==> src/rtl/ufm_streamer_if.sv <==
// Reader-side and stream-side signals of ufm_streamer, bundled for port lists.
//
// Handshakes:
//   Reader: rd_start is a one-cycle request for page rd_addr. It is only
//   issued while rd_ready is high. The reader then returns 16 bytes, each one
//   qualified by rd_stb for a single cycle.
//   Stream: a byte moves on a rising edge where out_valid and out_ready are
//   both high. While out_valid is high and out_ready is low, out_data and
//   out_last hold their values. out_valid never depends combinationally on
//   out_ready.
interface ufm_streamer_if;
  logic        rd_start;
  logic [10:0] rd_addr;
  logic [7:0]  rd_data;
  logic        rd_stb;
  logic        rd_ready;
  logic [7:0]  out_data;
  logic        out_valid;
  logic        out_ready;
  logic        out_last;

  modport master (
    output rd_start, rd_addr, out_data, out_valid, out_last,
    input  rd_data, rd_stb, rd_ready, out_ready
  );

  modport slave (
    input  rd_start, rd_addr, out_data, out_valid, out_last,
    output rd_data, rd_stb, rd_ready, out_ready
  );
endinterface

==> src/rtl/ufm_streamer.sv <==
// UFM region streamer. It fetches 16-byte pages from ufm_reader into a local
// buffer and streams the bytes of [START_OFFSET, START_OFFSET+SIZE-1] out,
// one per accepted handshake. It supports one-shot or looping passes, a pause
// between passes, and abort.
module ufm_streamer #(
  parameter int          START_OFFSET = 32672,
  parameter int          SIZE         = 64,
  parameter int          LOOP         = 1,
  parameter int          AUTOSTART    = 1,
  parameter int unsigned PAUSE_CYCLES = 12090000
) (
  input  logic                  clk,
  input  logic                  rst,
  input  logic                  go,
  input  logic                  abort,
  ufm_streamer_if.master        bus,
  output logic                  busy,
  output logic [15:0]           pass_cnt,
  output logic [2:0]            state_dbg_o
);

  if (SIZE < 1 || START_OFFSET < 0 || START_OFFSET + SIZE > 32768) begin : g_bad_range
    $error("ufm_streamer: byte range exceeds the 15-bit UFM address space");
  end

  typedef enum logic [2:0] {
    ST_IDLE      = 3'd0,
    ST_FETCH     = 3'd1,
    ST_WAIT_PAGE = 3'd2,
    ST_SEND      = 3'd3,
    ST_PAUSE     = 3'd4
  } state_t;

  localparam logic [14:0] START_A    = 15'(START_OFFSET);
  localparam logic [14:0] END_A      = 15'(START_OFFSET + SIZE - 1);
  localparam logic [31:0] PAUSE_LAST = (PAUSE_CYCLES > 0) ? 32'(PAUSE_CYCLES - 1) : 32'd0;
  localparam state_t      RST_STATE  = (AUTOSTART != 0) ? ST_FETCH : ST_IDLE;

  state_t      state_q, state_d;
  logic [14:0] cur_addr_q, cur_addr_d;
  logic [7:0]  buf_q [16];
  logic [7:0]  buf_d [16];
  logic [4:0]  cap_idx_q, cap_idx_d;
  logic [31:0] pause_cnt_q, pause_cnt_d;
  logic        rd_start_q, rd_start_d;
  logic [10:0] rd_addr_q, rd_addr_d;
  logic [15:0] pass_cnt_q, pass_cnt_d;

  // Next-state logic for the whole streamer; abort is applied last so that it overrides every transition.
  always_comb begin
    state_d     = state_q;
    cur_addr_d  = cur_addr_q;
    buf_d       = buf_q;
    cap_idx_d   = cap_idx_q;
    pause_cnt_d = pause_cnt_q;
    rd_start_d  = 1'b0;
    rd_addr_d   = rd_addr_q;
    pass_cnt_d  = pass_cnt_q;

    case (state_q)
      ST_IDLE: begin
        if (go) begin
          cur_addr_d = START_A;
          state_d    = ST_FETCH;
        end
      end

      ST_FETCH: begin
        // Waiting on rd_ready also keeps a new request from overlapping
        // bytes still arriving from an aborted page.
        if (bus.rd_ready) begin
          rd_start_d = 1'b1;
          rd_addr_d  = cur_addr_q[14:4];
          cap_idx_d  = 5'd0;
          state_d    = ST_WAIT_PAGE;
        end
      end

      ST_WAIT_PAGE: begin
        if (bus.rd_stb) begin
          buf_d[cap_idx_q[3:0]] = bus.rd_data;
          cap_idx_d             = cap_idx_q + 5'd1;
          if (cap_idx_q == 5'd15) begin
            state_d = ST_SEND;
          end
        end
      end

      ST_SEND: begin
        if (bus.out_ready) begin
          if (cur_addr_q == END_A) begin
            pass_cnt_d = pass_cnt_q + 16'd1;
            if (LOOP == 0) begin
              state_d = ST_IDLE;
            end else if (PAUSE_CYCLES > 0) begin
              pause_cnt_d = 32'd0;
              state_d     = ST_PAUSE;
            end else begin
              cur_addr_d = START_A;
              state_d    = ST_FETCH;
            end
          end else begin
            cur_addr_d = cur_addr_q + 15'd1;
            if (cur_addr_q[3:0] == 4'hF) begin
              state_d = ST_FETCH;
            end
          end
        end
      end

      ST_PAUSE: begin
        if (pause_cnt_q == PAUSE_LAST) begin
          cur_addr_d = START_A;
          state_d    = ST_FETCH;
        end else begin
          pause_cnt_d = pause_cnt_q + 32'd1;
        end
      end

      default: state_d = ST_IDLE;
    endcase

    // If abort arrives with the last byte, that byte counts as not accepted.
    if (abort) begin
      state_d    = ST_IDLE;
      cur_addr_d = cur_addr_q;
      pass_cnt_d = pass_cnt_q;
      rd_start_d = 1'b0;
      rd_addr_d  = rd_addr_q;
    end
  end

  // State, buffer and output registers; asynchronous reset restores the power-up view.
  always_ff @(posedge clk or posedge rst) begin
    if (rst) begin
      state_q     <= RST_STATE;
      cur_addr_q  <= START_A;
      for (int i = 0; i < 16; i++) buf_q[i] <= 8'h00;
      cap_idx_q   <= 5'd0;
      pause_cnt_q <= 32'd0;
      rd_start_q  <= 1'b0;
      rd_addr_q   <= START_A[14:4];
      pass_cnt_q  <= 16'd0;
    end else begin
      state_q     <= state_d;
      cur_addr_q  <= cur_addr_d;
      for (int i = 0; i < 16; i++) buf_q[i] <= buf_d[i];
      cap_idx_q   <= cap_idx_d;
      pause_cnt_q <= pause_cnt_d;
      rd_start_q  <= rd_start_d;
      rd_addr_q   <= rd_addr_d;
      pass_cnt_q  <= pass_cnt_d;
    end
  end

  assign bus.rd_start  = rd_start_q;
  assign bus.rd_addr   = rd_addr_q;
  assign bus.out_valid = (state_q == ST_SEND);
  assign bus.out_data  = buf_q[cur_addr_q[3:0]];
  assign bus.out_last  = (state_q == ST_SEND) && (cur_addr_q == END_A);
  assign busy          = (state_q != ST_IDLE);
  assign pass_cnt      = pass_cnt_q;
  assign state_dbg_o   = state_q;

endmodule
==> src/flat_wrapper.sv <==
// flat-port wrapper written by rule: the top's interface ports become plain ports
module ufm_streamer_flat 
#(
  parameter int          START_OFFSET = 32672,
  parameter int          SIZE         = 64,
  parameter int          LOOP         = 1,
  parameter int          AUTOSTART    = 1,
  parameter int unsigned PAUSE_CYCLES = 12090000
)
  (clk, rst, go, abort, busy, pass_cnt, state_dbg_o, bus_rd_start, bus_rd_addr, bus_out_data, bus_out_valid, bus_out_last, bus_rd_data, bus_rd_stb, bus_rd_ready, bus_out_ready);
  ufm_streamer_if bus_i ();
  input  logic clk;
  input  logic rst;
  input  logic go;
  input  logic abort;
  output logic busy;
  output logic [15:0] pass_cnt;
  output logic [2:0] state_dbg_o;
  output wire logic [$bits(bus_i.rd_start)-1:0] bus_rd_start;
  output wire logic [$bits(bus_i.rd_addr)-1:0] bus_rd_addr;
  output wire logic [$bits(bus_i.out_data)-1:0] bus_out_data;
  output wire logic [$bits(bus_i.out_valid)-1:0] bus_out_valid;
  output wire logic [$bits(bus_i.out_last)-1:0] bus_out_last;
  input wire logic [$bits(bus_i.rd_data)-1:0] bus_rd_data;
  input wire logic [$bits(bus_i.rd_stb)-1:0] bus_rd_stb;
  input wire logic [$bits(bus_i.rd_ready)-1:0] bus_rd_ready;
  input wire logic [$bits(bus_i.out_ready)-1:0] bus_out_ready;
  assign bus_rd_start = bus_i.rd_start;
  assign bus_rd_addr = bus_i.rd_addr;
  assign bus_out_data = bus_i.out_data;
  assign bus_out_valid = bus_i.out_valid;
  assign bus_out_last = bus_i.out_last;
  assign bus_i.rd_data = bus_rd_data;
  assign bus_i.rd_stb = bus_rd_stb;
  assign bus_i.rd_ready = bus_rd_ready;
  assign bus_i.out_ready = bus_out_ready;
  ufm_streamer #(.START_OFFSET(START_OFFSET), .SIZE(SIZE), .LOOP(LOOP), .AUTOSTART(AUTOSTART), .PAUSE_CYCLES(PAUSE_CYCLES)) u_core (.clk(clk), .rst(rst), .go(go), .abort(abort), .bus(bus_i), .busy(busy), .pass_cnt(pass_cnt), .state_dbg_o(state_dbg_o));
endmodule
==> config.mk <==
export PLATFORM = sky130hd
export DESIGN_NAME = ufm_streamer_flat
export DESIGN_NICKNAME = d
export VERILOG_FILES = /design/src/rtl/ufm_streamer_if.sv /design/src/rtl/ufm_streamer.sv /design/src/flat_wrapper.sv
export SDC_FILE = /design/constraint.sdc
export NUM_CORES = 1
export LEC_CHECK = 0
export ABC_AREA = 1
export CORE_AREA = 2 2 146 148
export DETAILED_ROUTE_END_ITERATION = 7
export DIE_AREA = 0 0 148 150
export DONT_BUFFER_PORTS = 1
export PLACE_DENSITY_LB_ADDON = 0.15
export SLEW_MARGIN = 10
export SYNTH_ARGS = -nofsm -noshare
export SYNTH_HDL_FRONTEND = slang
export SYNTH_SLANG_ARGS = --single-unit
==> constraint.sdc <==
create_clock -name clk -period 7.3 [get_ports clk]
set_clock_uncertainty 0.15 [all_clocks]
set_input_delay 1.46 -clock clk [delete_from_list [all_inputs] [get_ports clk]]
set_output_delay 1.46 -clock clk [all_outputs]
set_load 0.005 [all_outputs]
Word-level counts from Yosys, hierarchy flattened
Index checks and enable logic that the tools add are counted.
{ "classes": {"n_eq_ne": 23, "div": 0, "bitwise": 3, "reduce_logical": 14, "addsub": 4, "magnitude_cmp": 3, "multipliers": 0, "shift": 0, "muxes": 31} }
{ "ops": {"columns": ["op", "n"], "rows": [
  ["$bwmux W128", 1],
  ["$mux W32", 3],
  ["$pmux W32 S2", 1],
  ["$mux W15", 4],
  ["$pmux W15 S3", 1],
  ["$add A32 B1 Y32 const B", 1],
  ["$bmux W8 S4", 1],
  ["$demux W8 S4", 1],
  ["$eq A32 B24 Y1 const B", 1],
  ["$mux W3", 9],
  ["$mux W8", 3],
  ["$add A16 B1 Y16 const B", 1],
  ["$add A15 B1 Y15 const B", 1],
  ["$eq A15 B15 Y1 const B", 1],
  ["$pmux W3 S5", 1],
  ["$ge A5 B5 Y1 const B", 2],
  ["$mux W5", 2],
  ["$ne A2 B2 Y1 const B", 5],
  ["$not A4 Y5", 2],
  ["$pmux W5 S2", 1],
  ["$ne A3 B2 Y1 const B", 3],
  ["$ne A3 B3 Y1 const B", 3],
  ["$reduce_and A4 Y1", 2],
  ["$reduce_and A7 Y1", 1],
  ["18 further kinds", 27]
]} }
{ "word_totals": {"n_memories": 0, "output_inout_bits": 42, "rom_bits": 0, "latch_bits": 0, "elab_cells": 101, "mem_bits_rw": 0, "in_bits": 15, "ff_bits": 211} }

Logic depth before layout (Yosys ltp)
Gate-level depths: netlist of run 1.
{ "depth": {"word_depth": 6, "mapped_depth": 13, "depth_no_buf": 12} }

Worst setup path after synthesis of run 1
OpenSTA, ideal clock, no wires.
{ "synth_path": {"path_kind": "flip-flop to output port", "from": "reg u_core.cur_addr_q[1]", "to": "out bus_out_last", "path_slack_ps": 4166, "stages_incl_launch_ff": 9, "t_required_ps": 5690, "arrival_ps": 1524, "n_path_buf": 1, "cell_sequence": "dfrtp_1 -> ha_1 -> nand2_1 -> nor2_2 -> nand2_1 -> nor2_4 -> nand2_2 -> clkbuf_1 -> inv_1"} }
{ "synth_between": {"elab_chain_cells": 2} }
{ "synth_rtl": {"columns": ["element", "line", "text"], "rows": [
  ["from (decl)", "ufm_streamer.sv:40", "logic [14:0] cur_addr_q, cur_addr_d;"],
  ["from (signal assigned)", "ufm_streamer.sv:146", "cur_addr_q <= cur_addr_d;"],
  ["$eq A15 B15 Y1", "ufm_streamer.sv:160", "assign bus.out_last = (state_q == ST_SEND) && (cur_addr_q == END_A);"],
  ["$logic_and A1 B1 Y1", "ufm_streamer.sv:160", null],
  ["to (decl)", "flat_wrapper.sv:23", "output wire logic [$bits(bus_i.out_last)-1:0] bus_out_last;"]
]} }
Every way passes these cells.

Worst setup path after layout of run 1
{ "layout_path": {"from": "reg u_core.cur_addr_q[0]", "to": "out bus_out_last"} }
Same word-level chain as after synthesis.

==> run metrics, run 1 <==
status finished, final reports clean; die footprint 22200 µm²; final net count 1463; layout cells sized above 1 0.0762; combinational power share 0.243; R2R cell count 10; Worst setup EP type primary output; P per Cell Area 308 nW/µm²; peak supply drop 0.185 mV; vias after detailed routing 9357; final hold violations 0; number of global-route vias before repair 8621; HP Start u_core.buf_q[103]; period utilisation layout 0.598; H-Tree Level Count 1; synth unique cells 38; CORE AREA 20700 µm²; LEAKAGE 0.00567 µW; Critical Path Start Type flop; pre-CTS setup slack 3.50 ns; commonest non-fill, non-tap cell in the layout nand2_1; Int Power 2410 µW; GRT Total Usage 0.256; Clk pwr share 0.313; multi-input logic area 5040 µm²; Routed Antenna Nets 0; Synth-to-Final Area Change 7.46%; filler cell count 1953; max incr delay on CP 0.50 ns; worst-skew pair later-pin latency 0.52 ns; initial antenna violation count 0; worst reg2reg setup slack 4.32 ns; post-synth top area share 0.429; largest area contributor in the synthesized netlist dfrtp_1; relative slew slack 0.314; cts repair resizes 0; RSZ-0062 raised after global routing false; crit path DAT 2.76 ns; P_sw 1290 µW; WL per Instance 16.0 µm; CTS max path bufs 3; Synth Flop Type dfrtp_1; cells after synthesis 1473; pin count of the biggest net entering global routing 195; hold depth 2; CP required 5.69 ns; Hold Path End u_core.buf_q[103]; Net Count, Synth 1496; syn_area_per_cell 7.61 µm²; crit-path most repeated cell nand2_1; number of hold buffers added after CTS 0; TritonCTS clock tree done; clock transition at the registers of the reported paths 0.06 ns; placed cell count 1690; Die X 148 µm; storage element area 5310 µm²; drt pass-1 iters 8; Tmin final 4.37 ns; # Post-CTS Setup Buffers 0; vias per inst 5.40; fraction of registers with async set/reset 1.00; TritonCTS buffer count 23; Rows 53; n_diodes 0; sequential cell fraction of total power 0.444; initial DRC count 852; Final setup viols 0; Fmax 229 MHz; GRT overflow 0; Setup TNS Final 0 ns; # IOs 57; register area share after synthesis 0.473; Initial Utilization 0.542; Setup CP Type flop to primary output; Routability Congestion 0.902; post-DP HPWL 18.8 mm; switching share of power 0.349; PnR worst setup slack 2.93 ns; R2R Path End u_core.pause_cnt_q[11]; Mapped Area 11200 µm²; Non-Filler Instances 1732; Syn. warnings 0; fin. max-slew vios 0; number of flops mapped to enable cells by yosys 0; most frequent cells in the layout nand2_1, nor2_1, dfrtp_1, o21ai_0, inv_1; Fin Hold WS 0.335 ns; routed wire length 27.7 mm; Max-Cap Viols 0; reg2reg start u_core.cur_addr_q[0]; flops & latches, synth 211; crit-path cells buf_4, ha_1, nand2_1, nor2_2, nand2_1, nor2_4, nand2_2, inv_1; worst-margin pin slew 1.03 ns; IO buf count 0; first-pass GRT wire length 45.8 mm; Die Ht 150 µm; DRC Markers 0; main area contributors after synthesis dfrtp_1, nand2_1, o21ai_0; Slowest cell on crit path buf_4; final core occ 0.582; crit-path max FO 64; root buf cell clkbuf_16; clk sink count 211; hold crit path type flop to flop
## kinds of logic after synthesis
kind of cell	count (synthesis)	share of synthesized area
compound gates	282	0.134
flops	211	0.473
simple gates	745	0.290
buf+inv	205	0.0771
xor+xnor	22	0.0172
fa+ha+maj	8	0.00893
## synthesized netlist by cell type, types with 3 or more instances
library cell / instances
nand2_1: 383
dfrtp_1: 192
nor2_1: 192
o21ai_0: 153
inv_1: 135
a21oi_1: 89
nand3_1: 89
clkbuf_1: 30
nand4_1: 27
dfstp_2: 19
o211ai_1: 19
buf_2: 15
o22ai_1: 15
nor3_1: 14
xor2_1: 12
buf_4: 11
xnor2_1: 10
nor2_4: 9
ha_1: 8
nor2_2: 5
or2_2: 5
buf_1: 4
buf_6: 4
inv_2: 4
nand2_2: 4
nand2_4: 3
nand3b_1: 3
nor3_2: 3
nor3_4: 3
## flip-flops by register name (all words and copies together) (netlist names)
register	flops
u_core.cap_idx_q	5
u_core.cur_addr_q	15
u_core.buf_q	128
u_core.pause_cnt_q	32
u_core.state_dbg_o	3
u_core.bus.rd_addr	11
u_core.pass_cnt	16
u_core.bus.rd_start	1
## through the flow
stage	cell area [µm²]	total power (µW)
6_report	12000	3710
5_1_grt	12000	3950
4_1_cts	12000	3720
3_5_place_dp	11300	2550
3_3_place_gp	11300	2520
2_1_floorplan	11200	2330
## per-layer routing
metal,GRT usage,share of wire,vias up
met5,0,0,-
met4,0.0638,0.021,0
met3,0.0341,0.064,39
met2,0.388,0.44,261
met1,0.388,0.48,4342
li1,-,-,4715
## power groups by stage
| stage | Combinational [µW] | Clock, µW | Sequential (µW) |
|---|---|---|---|
| finish | 900 | 1160 | 1650 |
| CTS | 898 | 1180 | 1640 |
| global placement | 868 | 0 | 1660 |
| floorplan | 726 | 0 | 1600 |
| global route | 1040 | 1230 | 1680 |
| detailed placement | 896 | 0 | 1660 |
## cell type report
type / count / area share
tap: 275 / 0.0286
sequential: 211 / 0.440
clock buffer: 30 / 0.0533
clock inverter: 12 / 0.00976
timing repair buffer: 6 / 0.00478
multi-input combinational: 1057 / 0.419
inverter: 141 / 0.0447
## how the worst max path moves through the flow
stage,start,endpoint,slack (ns),depth (start not counted)
after floorplan,rst,u_core.buf_q[0],2.96,1
after global placement,u_core.cur_addr_q[0],bus_out_last,3.58,8
after detailed placement,u_core.cur_addr_q[0],bus_out_last,3.50,8
after CTS,u_core.cur_addr_q[0],bus_out_last,2.96,8
after global routing,u_core.cur_addr_q[0],bus_out_last,2.71,8
final,u_core.cur_addr_q[0],bus_out_last,2.93,8
## worst max-delay path: cells and delay by family, from the launching register on
| family | cells | cell delay, ns |
|---|---|---|
| DFF | 1 | 0.35 |
| buffers and inverters | 2 | 0.68 |
| adders and majority gates | 1 | 0.29 |
| and+or+nand+nor | 5 | 0.91 |
Note: power is estimated with default switching activity, not from simulation.
==> run 2: changes to the inputs <==
--- a/config.mk
+++ b/config.mk
@@ -5,10 +5,10 @@
 export SDC_FILE = /design/constraint.sdc
 export NUM_CORES = 1
 export LEC_CHECK = 0
-export ABC_AREA = 1
-export CORE_AREA = 2 2 146 148
+export ABC_AREA = 0
+export CORE_AREA = 2 2 139 141
 export DETAILED_ROUTE_END_ITERATION = 7
-export DIE_AREA = 0 0 148 150
+export DIE_AREA = 0 0 141 143
 export DONT_BUFFER_PORTS = 1
 export PLACE_DENSITY_LB_ADDON = 0.15
 export SLEW_MARGIN = 10
==> constraint.sdc (replaced) <==
create_clock -name clk -period 4.2 [get_ports clk]
set_clock_uncertainty 0.15 [all_clocks]
set_input_delay 0.84 -clock clk [delete_from_list [all_inputs] [get_ports clk]]
set_output_delay 0.84 -clock clk [all_outputs]
set_load 0.005 [all_outputs]
==> run 2 against run 1 <==
Register-to-register slack lost 3.2 ns. Utilization up 2.2 points. Clock-buffer cell count increased by 2. Non-clock buffer count rose by 7. Combinational power decreased by 42%. First-iteration DRC count is 43% lower. Clock power is 83% higher. Total power grew 36%. Critical path type unchanged.
==> run metrics, run 2 <==
post-synth top area share 0.472 (+0.0438); n_diodes 0 (unchanged); register area share after synthesis 0.521 (+0.0483); RSZ-0062 raised after global routing false; number of global-route vias before repair 6798 (-21%); # Post-CTS Setup Buffers 0 (unchanged); Setup TNS Final 0 ns (unchanged); max reg flops 128 (unchanged); synth unique cells 55 (+45%); DRC Markers 0 (unchanged); crit-path most repeated cell mux4_2; clk sink count 211 (unchanged); worst-margin pin slew 1.08 ns (+0.0496 ns); Synth Flop Type dfrtp_1; Final setup viols 0 (unchanged); Initial Utilization 0.547 (+0.00563); LEAKAGE 0.00525 µW (-7.5%); Worst setup EP type primary output; Routability Congestion 0.813 (-9.9%); Tmin final 3.55 ns; Critical Path Start Type flop; Fmax 281 MHz; main area contributors after synthesis dfrtp_1, mux2_2, mux4_2; initial DRC count 483 (-43%); combinational power share 0.103 (-0.140); pin count of the biggest net entering global routing 93 (-52%); total power 5040 µW (+36%); # IOs 57 (unchanged); GRT Total Usage 0.232 (-0.0232); period utilisation layout 0.846; Routed Antenna Nets 0 (unchanged); Synth-to-Final Area Change 10.3%; TritonCTS clock tree done; die footprint 20200 µm² (-9.2%); GRT overflow 0 (unchanged); H-Tree Level Count 1 (unchanged); final net count 816 (-44%); Die Ht 143 µm (-4.7%); Syn. warnings 0 (unchanged); IO buf count 0 (unchanged); relative slew slack 0.275 (-0.0397); number of hold buffers added after CTS 0 (unchanged); crit path DAT 2.56 ns (-0.20 ns); CTS max path bufs 3 (unchanged); crit-path cells buf_4, mux4_2, mux4_2; initial antenna violation count 0 (unchanged); root buf cell clkbuf_16; vias after detailed routing 6595 (-30%); max incr delay on CP 0.62 ns (+0.12 ns); layout cells sized above 1 0.320 (+0.244); crit-path max FO 15 (-77%); hold crit path type primary input to flop; Int Power 3820 µW (+58%); switching share of power 0.241 (-0.108); Max-Cap Viols 0 (unchanged); final hold violations 0 (unchanged); CP required 3.21 ns (-2.48 ns); placed cell count 1002 (-41%); count leader, synth dfrtp_1; Slowest cell on crit path dfrtp_2; Rows 50 (-5.7%); Non-Filler Instances 1043 (-40%); commonest non-fill, non-tap cell in the layout dfrtp_1; sequential cell fraction of total power 0.476 (+0.032); TritonCTS buffer count 23 (unchanged); P per Cell Area 449 nW/µm² (+46%); clock transition at the registers of the reported paths 0.06 ns (about the same); status finished, final reports clean; vias per inst 6.32 (+17%); fraction of registers with async set/reset 1.00 (unchanged); fin. max-slew vios 0 (unchanged); drt pass-1 iters 5 (-3); Net Count, Synth 822 (-45%); cells after synthesis 799 (-46%); routed wire length 22.7 mm (-18%); Die X 141 µm (-4.7%); cts repair resizes 0 (unchanged); flops & latches, synth 211 (unchanged); syn_area_per_cell 12.7 µm² (+67%); synth cell count leaders dfrtp_1, mux2_2, nand2_1; CORE AREA 18600 µm² (-10%); Most flops, register u_core.buf_q; largest area contributor in the synthesized netlist dfrtp_1; peak supply drop 0.348 mV (+88%); filler cell count 1440 (-26%); Clk pwr share 0.421 (+0.108); worst-skew pair later-pin latency 0.51 ns (about the same); WL per Instance 21.8 µm (+36%); Setup CP Type flop to primary output; P_sw 1220 µW (-6.0%); first-pass GRT wire length 36.7 mm (-20%); Mapped Area 10200 µm² (-9.3%); number of flops mapped to enable cells by yosys 0 (unchanged); most frequent cells in the layout dfrtp_1, mux2_2, nand2_1, mux4_2, nor2_1; post-DP HPWL 15.1 mm (-20%)
[run 2: cell count changes after synthesis, sizes merged, moves of 20 or more]
cell / before / now
a21oi: 89 / 16
a31oi: 0 / 20
and3: 0 / 21
buf: 34 / 8
inv: 140 / 19
mux2: 0 / 141
mux4: 0 / 40
nand2: 390 / 45
nand3: 91 / 28
nor2: 206 / 33
o21ai: 158 / 11
[run 2: path summary, 6_finish.rpt]
kind | startpoint | endpoint | slack, ns | depth (start not counted)
min in group asynchronous | rst | u_core.pause_cnt_q[11] | 0.24 | 1
setup reg to reg | u_core.cur_addr_q[0] | u_core.pause_cnt_q[26] | 1.12 | 7
setup / recovery | u_core.cur_addr_q[0] | bus_out_data[7] | 0.65 | 3
max in group asynchronous | rst | u_core.bus.rd_addr[4] | 2.73 | 2
hold reg to reg | u_core.cap_idx_q[4] | u_core.cap_idx_q[4] | 0.35 | 1
hold / removal | abort | u_core.state_dbg_o[0] | 0.21 | 1
[run 2: power groups by stage]
stage	combinational (µW)	clock (µW)	sequential (µW)
5_1_grt	580	2270	2430
2_1_floorplan	456	0	2360
3_5_place_dp	532	0	2430
6_report	522	2120	2400
4_1_cts	532	2160	2400
3_3_place_gp	512	0	2420
[run 2: logic make-up (layout without fill, tap and decap cells)]
family          after synthesis  count (layout)  share of synthesized area
buf+inv                      63              73                     0.0241
xor+xnor                     17              17                     0.0146
mux                         183             183                      0.247
simple gates                217             217                      0.113
fa+ha+maj                     8               8                    0.00984
flops                       211             211                      0.521
compound gates              100             100                     0.0701
[run 2: area by class of cell]
type | instances | area, µm² | share of cell area
flip-flops and latches | 211 | 5310 | 0.473
multi-input cells | 525 | 4630 | 0.412
clock buffers | 32 | 649 | 0.0579
well taps | 234 | 293 | 0.0261
clock inverters | 9 | 149 | 0.0133
repair buffers | 13 | 123 | 0.0109
inverters | 19 | 75.1 | 0.00669
[run 2: critical path: cells and delay by family, from the launching register on]
kind	cells	cell delay, ns
DFF	1	0.62
buffers and inverters	1	0.36
muxes	2	1.07
[run 2: metal layers]
layer	share of wire	global-route usage	vias up
li1	-	-	2989
met1	0.43	0.301	3415
met2	0.50	0.402	149
met3	0.045	0.0446	42
met4	0.025	0.0663	0
met5	0	0	-
[run 2: metrics by stage]
step / instance area (µm²) / setup slack (ns) / hold WS (ns) / util
6_report: 11200 / 0.647 / 0.210 / 0.604
5_1_grt: 11200 / 0.519 / 0.191 / 0.604
4_1_cts: 11200 / 0.593 / 0.193 / 0.604
3_5_place_dp: 10400 / 1.13 / 0.338 / 0.561
3_3_place_gp: 10400 / 1.16 / 0.332 / 0.561
2_1_floorplan: 10200 / 0.483 / 0.315 / -
==> run 3: changes to the inputs <==
==> constraint.sdc (replaced) <==
create_clock -name clk -period 2.9 [get_ports clk]
set_clock_uncertainty 0.15 [all_clocks]
set_input_delay 0.58 -clock clk [delete_from_list [all_inputs] [get_ports clk]]
set_output_delay 0.58 -clock clk [all_outputs]
set_load 0.005 [all_outputs]
==> run 3 against run 2 <==
The flow now finishes with violations (setup timing). Non-clock buffer count increased by 26. Die area unchanged. First-iteration DRC count shrank 2.5%. Utilization rose by 1.6 points. Largest power group unchanged. Sequential power increased by 44%. Setup slack lost 0.81 ns. Register-to-register slack lost 0.98 ns.
==> run metrics, run 3 (same netlist as run 2, synthesis figures left out) <==
root buf cell clkbuf_16; R2R Path End u_core.cur_addr_q[6]; GR Layer Usage met2 0.424 (+0.0216); crit-path most repeated cell mux4_2; Buf+Inv Stages, Crit Path 2 (+1); die footprint 20200 µm² (unchanged); max reg flops 128 (unchanged); Hold Path End u_core.buf_q[12]; GRT overflow 0 (unchanged); number of global-route vias before repair 7062 (+3.9%); crit path DAT 2.33 ns (-0.23 ns); peak supply drop 0.505 mV (+45%); CTS max path bufs 3 (unchanged); IO buf count 0 (unchanged); n_diodes 0 (unchanged); status finished, violations left; Initial Utilization 0.547 (unchanged); multi-input logic area 4660 µm² (+0.70%); clk sink count 211 (unchanged); first-pass GRT wire length 38.7 mm (+5.5%); final net count 843 (+3.3%); initial antenna violation count 0 (unchanged); met3 GRT Util 0.0412 (-0.00335); reg2reg start u_core.pause_cnt_q[4]; # IOs 57 (unchanged); WL per Instance 22.4 µm (+2.8%); clock transition at the registers of the reported paths 0.06 ns (about the same); crit-path max FO 7 (-8); hold crit path type primary input to flop; Worst setup EP type primary output; Slowest cell on crit path mux4_2; CORE AREA 18600 µm² (unchanged); TritonCTS buffer count 24 (+4.3%); Routability Congestion 0.838 (+3.1%); worst reg2reg setup slack 0.14 ns (-0.98 ns); drt pass-1 iters 5 (unchanged); routed wire length 24.0 mm (+5.7%); Routed Antenna Nets 0 (unchanged); TritonCTS clock tree done; met1 global-route usage 0.326 (+0.0251); pin count of the biggest net entering global routing 132 (+42%); storage element area 5310 µm² (unchanged); Most flops, register u_core.buf_q; most frequent cells in the layout dfrtp_1, mux2_2, nand2_1, mux4_2, nor2_1; Final setup viols 8 (+8); PnR worst setup slack -0.160 ns (-0.807 ns); P per Cell Area 634 nW/µm² (+41%); failing checks setup timing; filler cell count 1444 (+0.28%); worst-margin pin slew 0.839 ns (-0.239 ns); Setup TNS Final -1.05 ns (-1.05 ns); post-DP HPWL 15.1 mm (-0.16%); Setup CP Type flop to primary output; hold depth 1 (unchanged); Tmin final 3.06 ns; Rows 50 (unchanged); vias per inst 6.41 (+1.3%); Die X 141 µm (unchanged); vias after detailed routing 6867 (+4.1%); fin. max-slew vios 0 (unchanged); commonest non-fill, non-tap cell in the layout dfrtp_1; Critical Path Start Type flop; LEAKAGE 0.00540 µW (+3.0%); crit-path cells buf_4, buf_12, mux4_2, mux4_2; Synth-to-Final Area Change 13.2%; Fmax 327 MHz; period utilisation layout 1.06; final hold violations 0 (unchanged); R2R cell count 5 (-2); DRC Markers 0 (unchanged); global routing's busiest layer met2; Fin Hold WS 0.0631 ns (-0.147 ns); HP Start bus_rd_data[4]; RSZ-0062 raised after global routing true; relative slew slack 0.437 (+0.162); worst-skew pair later-pin latency 0.52 ns (about the same); delay-heaviest family, CP multiplexers; layout cells sized above 1 0.346 (+0.0259); CP required 2.17 ns (-1.04 ns); max incr delay on CP 0.54 ns (-0.08 ns); Die Ht 143 µm (unchanged); H-Tree Level Count 1 (unchanged); GRT Total Usage 0.246 (+0.0138); Max-Cap Viols 0 (unchanged); initial DRC count 471 (-2.5%)
## run 3: how the worst max path moves through the flow
stage                                       to  cells after the start             startpoint
final                          bus_out_data[5]                      4   u_core.cur_addr_q[0]
after detailed placement  u_core.cur_addr_q[6]                      5  u_core.pause_cnt_q[4]
after floorplan                u_core.buf_q[0]                      1                    rst
after global placement    u_core.cur_addr_q[4]                      5  u_core.pause_cnt_q[4]
after CTS                      bus_out_data[1]                      4   u_core.cur_addr_q[0]
after global routing           bus_out_data[1]                      4   u_core.cur_addr_q[0]
## run 3: through the flow
step	total power (µW)	util	instance area [µm²]	instances	worst slack (ns)
detailed placement	4330	0.569	10600	1018	0.174
CTS	7380	0.620	11500	1073	-0.145
global route	7620	0.620	11500	1072	-0.217
global placement	4280	0.569	10600	1018	0.259
floorplan	4080	-	10200	799	-0.557
finish	7310	0.620	11500	1072	-0.160
## run 3: worst register-to-register path, delay by kind of cell (launching register included)
kind	cells	cell delay (ns)
and+or+nand+nor	3	1.59
DFF	1	0.45
AOI/OAI and AO/OA	2	0.43
## run 3: per-layer routing
layer,up-vias,share of wire,wire length [µm]
met5,-,0,0
met2,209,0.50,12000
met3,46,0.049,1180
met4,0,0.024,573
li1,3056,-,-
met1,3556,0.43,10200
## run 3: cell type report
type	count	area share
well taps	234	0.0254
clock buffers	38	0.0637
clock inverters	6	0.00391
inverters	19	0.00652
repair buffers	39	0.0353
flip-flops and latches	211	0.461
multi-input cells	525	0.405
## run 3: what timing repair did
item | 4_1_cts | 5_1_grt
pin swaps | 0 | 1
setup endpoints to repair | 9 | 9
setup buffers | 6 | 1
hold buffers | 2 | 0
gates resized for setup | 11 | 7
endpoints found under the hold margin | 64 | 0
gates cloned | 3 | 0
## run 3: power breakdown
| part | leakage, µW | switching (µW) | internal (µW) |
|---|---|---|---|
| registers | 0.00281 | 237 | 3220 |
| clock network | 0.000387 | 1200 | 1730 |
| logic | 0.00220 | 424 | 492 |
